===== src/rtl/timer_pkg.sv =====
// Shared definitions for the timer event generator: event-mode constants and
// the elaboration-time divisor helpers.
package timer_pkg;

    localparam int EVT_PULSE = 0;
    localparam int EVT_LEVEL = 1;

    // Integer truncation is intended: the tick period is the whole-cycle floor.
    function automatic int div_of(input int clk, input int rate);
        return clk / rate;
    endfunction

    function automatic int max_of(input int a, input int b);
        return (a > b) ? a : b;
    endfunction

endpackage


===== src/rtl/timer_evt_gen_btn_debounce.sv =====
// Push-button conditioning: two-flop synchroniser, tick-sampled debounce shift
// and an arm flag so that each stable press yields exactly one toggle request.
module btn_debounce #(
    parameter int DEB_DEPTH = 2
) (
    input  logic clk,
    input  logic rst,
    input  logic button,
    input  logic sample,
    output logic toggle_req
);

    logic                 sync_1;
    logic                 sync_2;
    logic [DEB_DEPTH-1:0] deb_sh;
    logic                 armed;

    always_ff @(posedge clk) begin
        if (rst) begin
            sync_1 <= 1'b0;
            sync_2 <= 1'b0;
            deb_sh <= '0;
            armed  <= 1'b1;
        end else begin
            sync_1 <= button;
            sync_2 <= sync_1;
            if (sample) begin
                deb_sh <= {deb_sh[DEB_DEPTH-2:0], sync_2};
            end
            // Disarm even if a software write wins the enable flag this cycle.
            if (toggle_req) begin
                armed <= 1'b0;
            end else if (deb_sh == '0) begin
                armed <= 1'b1;
            end
        end
    end

    assign toggle_req = armed & (&deb_sh);

endmodule


===== src/rtl/timer_evt_gen.sv =====
// Timer event generator: rate tick, CPU clock-enable divider, timer enable flag
// and CPU event request in pulse or level/acknowledge mode, all on clk_p.
module timer_evt_gen #(
    parameter int CLK_HZ    = 50000000,
    parameter int RATE0_HZ  = 50,
    parameter int RATE1_HZ  = 60,
    parameter int SLOW_DIV  = 22,
    parameter int DEB_DEPTH = 2,
    parameter int EVT_LEVEL = 0
) (
    input  logic clk_p,
    input  logic dclo,
    input  logic slow_en,
    input  logic rate_sel,
    input  logic timer_button,
    input  logic sw_en_we,
    input  logic sw_en_d,
    input  logic evnt_ack,
    output logic cpu_clk_ena,
    output logic tick,
    output logic evnt,
    output logic timer_status,
    output logic overrun
);

    import timer_pkg::*;

    localparam int DIV0    = div_of(CLK_HZ, RATE0_HZ);
    localparam int DIV1    = div_of(CLK_HZ, RATE1_HZ);
    localparam int DIV_MAX = max_of(DIV0, DIV1);
    localparam int CNT_W   = (DIV_MAX > 2) ? $clog2(DIV_MAX) : 1;
    localparam int SCNT_W  = $clog2(SLOW_DIV);

    localparam logic [CNT_W-1:0]  LAST0 = CNT_W'(DIV0 - 1);
    localparam logic [CNT_W-1:0]  LAST1 = CNT_W'(DIV1 - 1);
    localparam logic [SCNT_W-1:0] SLAST = SCNT_W'(SLOW_DIV - 1);
    localparam bit LEVEL_MODE = (EVT_LEVEL != timer_pkg::EVT_PULSE);

    logic [CNT_W-1:0]  cnt;
    logic [SCNT_W-1:0] scnt;
    logic [CNT_W-1:0]  last_sel;
    logic              toggle_req;
    logic              status_next;
    logic              evnt_next;
    logic              overrun_next;
    logic              qual_tick;

    assign last_sel = rate_sel ? LAST1 : LAST0;

    // The >= compare lets a switch to the shorter period wrap immediately.
    always_ff @(posedge clk_p) begin
        if (dclo) begin
            cnt  <= '0;
            tick <= 1'b0;
        end else if (cnt >= last_sel) begin
            cnt  <= '0;
            tick <= 1'b1;
        end else begin
            cnt  <= cnt + CNT_W'(1);
            tick <= 1'b0;
        end
    end

    always_ff @(posedge clk_p) begin
        if (dclo || scnt == SLAST) begin
            scnt <= '0;
        end else begin
            scnt <= scnt + SCNT_W'(1);
        end
    end

    assign cpu_clk_ena = dclo | ~slow_en | (scnt == '0);

    btn_debounce #(
        .DEB_DEPTH (DEB_DEPTH)
    ) u_btn (
        .clk        (clk_p),
        .rst        (dclo),
        .button     (timer_button),
        .sample     (tick),
        .toggle_req (toggle_req)
    );

    always_comb begin
        status_next = timer_status;
        if (sw_en_we) begin
            status_next = sw_en_d;
        end else if (toggle_req) begin
            status_next = ~timer_status;
        end
    end

    assign qual_tick = tick & timer_status;

    always_comb begin
        evnt_next    = 1'b0;
        overrun_next = 1'b0;
        if (LEVEL_MODE) begin
            evnt_next    = evnt;
            overrun_next = overrun;
            // A fresh tick outranks the ack so a coincident event is not lost.
            if (!status_next) begin
                evnt_next = 1'b0;
            end else if (qual_tick) begin
                evnt_next = 1'b1;
            end else if (evnt_ack) begin
                evnt_next = 1'b0;
            end
            if (evnt_ack) begin
                overrun_next = 1'b0;
            end else if (qual_tick && evnt) begin
                overrun_next = 1'b1;
            end
        end else begin
            evnt_next = qual_tick;
        end
    end

    always_ff @(posedge clk_p) begin
        if (dclo) begin
            timer_status <= 1'b0;
            evnt         <= 1'b0;
            overrun      <= 1'b0;
        end else begin
            timer_status <= status_next;
            evnt         <= evnt_next;
            overrun      <= overrun_next;
        end
    end

endmodule


===== config.mk =====
export PLATFORM = sky130hd
export DESIGN_NAME = timer_evt_gen
export DESIGN_NICKNAME = d
export VERILOG_FILES = /design/src/rtl/timer_pkg.sv /design/src/rtl/timer_evt_gen_btn_debounce.sv /design/src/rtl/timer_evt_gen.sv
export SDC_FILE = /design/constraint.sdc
export NUM_CORES = 1
export LEC_CHECK = 0
export ABC_AREA = 1
export CAP_MARGIN = 20
export CELL_PAD_IN_SITES_DETAIL_PLACEMENT = 2
export CELL_PAD_IN_SITES_GLOBAL_PLACEMENT = 2
export CORE_MARGIN = 2
export CORE_UTILIZATION = 34
export DETAILED_ROUTE_END_ITERATION = 12
export GPL_TIMING_DRIVEN = 1
export PLACE_DENSITY_LB_ADDON = 0.12
export RECOVER_POWER = 100
export SLEW_MARGIN = 20
export SYNTH_ARGS = -nofsm -noshare
export SYNTH_HDL_FRONTEND = slang
export SYNTH_SLANG_ARGS = --single-unit

===== constraint.sdc =====
create_clock -name clk_p -period 2.1 [get_ports clk_p]
set_clock_uncertainty 0.05 [all_clocks]
set_input_delay 0.525 -clock clk_p [delete_from_list [all_inputs] [get_ports clk_p]]
set_output_delay 0.525 -clock clk_p [all_outputs]
set_load 0.005 [all_outputs]

==> results of run 1 <==
-- power by group through the flow --
| stage | clock network [mW] | registers (mW) | logic, mW |
|---|---|---|---|
| finish | 0.629 | 0.651 | 0.114 |
| global route | 0.676 | 0.653 | 0.134 |
| CTS | 0.638 | 0.650 | 0.122 |
| detailed placement | 0 | 0.665 | 0.101 |
| global placement | 0 | 0.664 | 0.0967 |
| floorplan | 0 | 0.662 | 0.0628 |
-- per-layer routing --
layer	vias to the layer above	track usage	routed length, um	part of all wire
met5	-	0	0	0
met4	0	0.0500	86	0.016
met3	9	0.0341	96	0.018
met2	18	0.312	2690	0.51
met1	788	0.230	2430	0.46
li1	824	-	-	-
-- metrics by stage --
stage / std cells / TNS (ns) / setup slack [ns] / hold slack [ns]
after floorplan: 251 / 0 / 0.314 / 0.338
after global placement: 335 / -7.69 / -0.375 / 0.345
after detailed placement: 335 / -8.89 / -0.444 / 0.349
after CTS: 347 / 0 / 0.00999 / 0.360
after global routing: 348 / -0.0411 / -0.0133 / 0.442
final: 348 / 0 / 0.0895 / 0.402
-- how the worst min path moves through the flow --
| stage | from | to | slack [ns] | cells past startpoint |
|---|---|---|---|---|
| after floorplan | u_btn.sync_1$_SDFF_PP0_ | u_btn.sync_2$_SDFF_PP0_ | 0.34 | 2 |
| after global placement | u_btn.sync_1$_SDFF_PP0_ | u_btn.sync_2$_SDFF_PP0_ | 0.34 | 2 |
| after detailed placement | u_btn.sync_1$_SDFF_PP0_ | u_btn.sync_2$_SDFF_PP0_ | 0.35 | 2 |
| after CTS | u_btn.sync_1$_SDFF_PP0_ | u_btn.sync_2$_SDFF_PP0_ | 0.36 | 2 |
| after global routing | u_btn.sync_1$_SDFF_PP0_ | u_btn.sync_2$_SDFF_PP0_ | 0.44 | 2 |
| final | u_btn.sync_1$_SDFF_PP0_ | u_btn.sync_2$_SDFF_PP0_ | 0.40 | 2 |
-- logic make-up after synthesis --
kind of cell               synth area share
and+or+nand+nor                       0.325
adders and majority gates            0.0984
DFF                                   0.346
buffers and inverters                 0.106
xor gates and xnor gates             0.0643
AOI/OAI and AO/OA                    0.0584
other                               0.00197
-- flip-flops by register name (all words and copies together), names as in the netlist --
signal        count
cnt              20
u_btn.sync_2      1
timer_status      1
u_btn.sync_1      1
scnt              5
evnt              1
tick              1
u_btn.armed       1
u_btn.deb_sh      2
-- cell usage after synthesis (3+ instances only) --
cell,n
nand3b_4,3
nor3_1,4
xnor2_1,5
nor2_4,4
nand4_1,4
nor2_2,13
nor2_1,29
nand2_2,3
dfxtp_1,33
nand3_1,13
inv_1,40
xor2_1,9
o21ai_0,7
ha_1,15
nand2_1,45
a21oi_1,9
buf_6,3
-- layout make-up --
cell class              instances  share of cell area
multi-input cells             171               0.477
flip-flops and latches         33               0.280
repair buffers                 22              0.0870
inverters                      42              0.0679
well taps                      72              0.0382
clock buffers                   7              0.0366
clock inverters                 1              0.0127
-- critical path: stages --
cell	delay, ns
clkbuf_2	0.11
buf_6	0.15
ha_4	0.26
nand2_2	0.06
nor2_1	0.15
nand2_2	0.09
a21oi_1	0.23
nor2_4	0.08
nand3_4	0.07
clkbuf_1	0.09
dlymetal6s2s_1	0.25
nor2_1	0.07
-- repair_timing --
item                       in CTS  in global routing
gates cloned                    2                  0
pin swaps                       2                  4
setup endpoints to repair      21                 20
setup buffers                   2                  1
resized for setup              12                 12
==> flow_metrics.tcl, run 1 <==
set metrics [dict create \
    worst_ep_required_time_ns 2.21 \
    grt_pass1_wl_mm 8.71 \
    clock_path_buffers 2 \
    start_util 0.349 \
    drtIter0Drc 38 \
    grt-ovfl-total 0 \
    mostFrequentLayoutCell "nand2_1" \
    vdd_drop_max_v 0.000311 \
    finalHoldViolCount 0 \
    antenna_found_initial 0 \
    grt_start_max_net_pins 11 \
    synth_top_area_share 0.346 \
    io_buffers 10 \
    wl_per_cell_um 15.2 \
    cp-endpoint "cnt[10]$_SDFF_PP0_" \
    r2r_end "cnt[10]$_SDFF_PP0_" \
    die_area_mm2 0.00623 \
    grt_pass1_vias 1789 \
    combPwrFrac 0.082 \
    synth_top_cell_by_area "dfxtp_1" \
    synth_area_leaders "dfxtp_1 35%, ha_1 9.8%, nand2_1 8.9%" \
    synth_nets 274 \
    hold_class "reg -> reg" \
    ys_warn_count 0 \
    crit_fanout 5 \
    syn-cell-area_mm2 0.00191 \
    core_mm2 0.00547 \
    synth_edf_count 0 \
    ys_ff_latch 33 \
    end_kind "flop" \
    syn2layout_area_growth_pct 23.6 \
    maxCapViolCount 0 \
    cts.sink_count 33 \
    seq_area_frac_synth 0.346 \
    critical_path_class "in -> reg" \
    power.internal_mw 1.08 \
    finalSetupViolCount 0 \
    synth.distinct_cells 28 \
    critical_path_arrival_ns 2.12 \
    nets 298 \
    finalWorstPathRequiredPeriod_ns 2.01 \
    drcViolationCount 0 \
    start_kind "input pin" \
    leakagePower_nw 1.01 \
    cts_made_buffers 5 \
    clkPwrFrac 0.451 \
    clkTransAtPathRegs_ns 0.07 \
    std_cell_rows 27 \
    reg2reg_depth 10 \
    drt_pre_antenna_iters 4 \
    synth-async-reset-ratio 0 \
    fin_crit_sh 0.957 \
    synth_flop_cell "dfxtp_1" \
    die_width_um 78.9 \
    n_fill_cell 640 \
    hpwl_mm 3.51 \
    clock_latency_ns 0.29 \
    fmax_mhz 497 \
    cts_tree "yes" \
    r2r_setup_slack_ns 0.13 \
    multiInputGateArea_mm2 0.00113 \
    via_count 1639 \
    ant_nets 0 \
    h-tree-depth 2 \
    postPlaceCellArea_mm2 0.00212 \
    netSwitchingFraction 0.226 \
    final_cell_mix "41 x nand2_1, 39 x inv_1, 33 x dfxtp_1" \
    fin_area_mm2 0.00236 \
    cellPowerDensity_mw_per_mm2 591 \
    cts_hold_buf 0 \
    power_mw 1.39 \
    drive_gt1_frac 0.203 \
    power.switching_mw 0.315 \
    vias_per_cell 4.71 \
    status "finished clean" \
    ctsRootBufferMaster "clkbuf_8" \
    io_pins 13 \
    antenna_cells 0 \
    seqPwrFrac 0.467 \
    final-max-slew-violation-count 0 \
    die_h_um 78.9 \
    final-seq-area_um2 661 \
    gp_congestion 0.696 \
    syn_area_per_cell_um2 7.60 \
    syn_inst 251 \
    wirelength_mm 5.30 \
    reg2reg_from "cnt[10]$_SDFF_PP0_" \
    grt_use_total 0.181 \
    cp-startpoint "rate_sel" \
    fin_util 0.431 \
]
Note: power is estimated with default switching activity, not from simulation.
==> run 2, diff against run 1 <==
Settings changed: CORE_UTILIZATION 34 to 31.
Clock period 2.1 ns to 1.8 ns, I/O delays scaled along.
==> flow_metrics.tcl, run 2 (synthesis gave the netlist of run 1 again) <==
set metrics [dict create \
    status "finished clean" \
    core_mm2 0.00592 \
    maxCapViolCount 0 \
    h-tree-depth 2 \
    finalSetupViolCount 0 \
    io_buffers 10 \
    drcViolationCount 0 \
    grt_pass1_wl_mm 8.21 \
    final-max-slew-violation-count 0 \
    seqPwrFrac 0.489 \
    via_count 1633 \
    max_flop_register "cnt" \
    start_util 0.322 \
    cp-endpoint "cpu_clk_ena" \
    wirelength_mm 5.13 \
    finalWorstPathRequiredPeriod_ns 1.77 \
    reg_top3 "cnt x20, scnt x5, u_btn.deb_sh x2" \
    die_h_um 82.5 \
    fmax_mhz 566 \
    netSwitchingFraction 0.243 \
    antenna_cells 0 \
    fin_crit_sh 0.982 \
    combPwrFrac 0.109 \
    clkPwrFrac 0.403 \
    power.switching_mw 0.376 \
    cts.sink_count 33 \
    grt-ovfl-total 0 \
    worst_ep_required_time_ns 1.30 \
    leakagePower_nw 1.03 \
    reg2reg_depth 9 \
    grt_start_max_net_pins 11 \
    cts_made_buffers 5 \
    hold_class "reg -> reg" \
    cp-startpoint "dclo" \
    std_cell_rows 28 \
    die_area_mm2 0.00680 \
    fin_area_mm2 0.00250 \
    end_kind "output pin" \
    die_width_um 82.5 \
    reg2reg_from "cnt[17]$_SDFF_PP0_" \
    rsz0062_at_grt "true" \
    drt_pre_antenna_iters 2 \
    finalHoldViolCount 0 \
    mostFrequentLayoutCell "nand2_1" \
    clkTransAtPathRegs_ns 0.07 \
    ant_nets 0 \
    critical_path_class "in -> out" \
    r2r_end "cnt[12]$_SDFF_PP0_" \
    postPlaceCellArea_mm2 0.00216 \
    critical_path_arrival_ns 1.27 \
    gp_congestion 0.673 \
    largest_register_ffs 20 \
    grt_use_total 0.162 \
    grt_pass1_vias 1697 \
    cellPowerDensity_mw_per_mm2 618 \
    clock_latency_ns 0.28 \
    clock_path_buffers 2 \
    cts_tree "yes" \
    r2r_setup_slack_ns 0.09 \
    syn2layout_area_growth_pct 31.1 \
    vdd_drop_max_v 0.000255 \
    fin_hold_ws_ns 0.389 \
    ctsRootBufferMaster "clkbuf_8" \
    nets 302 \
    antenna_found_initial 0 \
    hold_depth 2 \
    drtIter0Drc 23 \
    io_pins 13 \
    power.internal_mw 1.17 \
    drive_gt1_frac 0.296 \
    start_kind "input pin" \
    vias_per_cell 4.60 \
    hpwl_mm 3.66 \
    wl_per_cell_um 14.4 \
    final_cell_mix "41 x nand2_1, 38 x inv_1, 28 x dfxtp_1" \
    crit_fanout 2 \
]
==> run 2: worst min path at each step <==
stage                                        from                      end
after floorplan           u_btn.sync_1$_SDFF_PP0_  u_btn.sync_2$_SDFF_PP0_
after global placement    u_btn.sync_1$_SDFF_PP0_  u_btn.sync_2$_SDFF_PP0_
after detailed placement  u_btn.sync_1$_SDFF_PP0_  u_btn.sync_2$_SDFF_PP0_
after CTS                 u_btn.sync_1$_SDFF_PP0_  u_btn.sync_2$_SDFF_PP0_
after global routing      u_btn.sync_1$_SDFF_PP0_  u_btn.sync_2$_SDFF_PP0_
final                     u_btn.sync_1$_SDFF_PP0_  u_btn.sync_2$_SDFF_PP0_
==> run 2: cell type report <==
cell class | count | area (um2)
Fill cell | 684 | 3420
Multi-Input combinational cell | 171 | 1200
Sequential cell | 33 | 669
Timing Repair Buffer | 26 | 282
Inverter | 42 | 160
Clock buffer | 7 | 96.3
Tap cell | 75 | 93.8
Clock inverter | 1 | 5.00
==> run 2: worst max-delay path, cell delays in order <==
cell	delay [ns]
dlygate4sd3_1	0.55
inv_1	0.08
nand3_1	0.07
clkbuf_2	0.11
==> run 2: metrics by stage <==
stage / power [mW] / TNS [ns] / setup slack [ns] / utilization / cells
floorplan: 0.845 / 0 / 0.0888 / - / 251
global placement: 0.901 / -12.32 / -0.587 / 0.366 / 342
detailed placement: 0.906 / -13.82 / -0.663 / 0.366 / 342
CTS: 1.56 / 0 / 0.00938 / 0.407 / 354
global route: 1.63 / -0.706 / -0.0664 / 0.423 / 355
finish: 1.55 / 0 / 0.0328 / 0.423 / 355
==> run 2: timing repair <==
item	CTS	global route
gates cloned	2	0
setup endpoints to repair	22	22
setup buffers	2	1
pin swaps	8	9
resized for setup	25	27
hold buffers	0	0
==> run 2: power by group through the flow <==
stage	sequential [mW]	clock [mW]	combinational, mW
2_1_floorplan	0.772	0	0.0732
3_3_place_gp	0.772	0	0.129
3_5_place_dp	0.773	0	0.132
4_1_cts	0.758	0.648	0.158
5_1_grt	0.759	0.682	0.190
6_report	0.756	0.623	0.168
==> run 2: metal layers <==
| layer | GRT usage | wire length, um | up-vias |
|---|---|---|---|
| met5 | 0 | 0 | - |
| met4 | 0.0300 | 32 | 0 |
| met3 | 0.0293 | 100 | 2 |
| met2 | 0.283 | 2600 | 10 |
| met1 | 0.209 | 2400 | 785 |
| li1 | - | - | 836 |
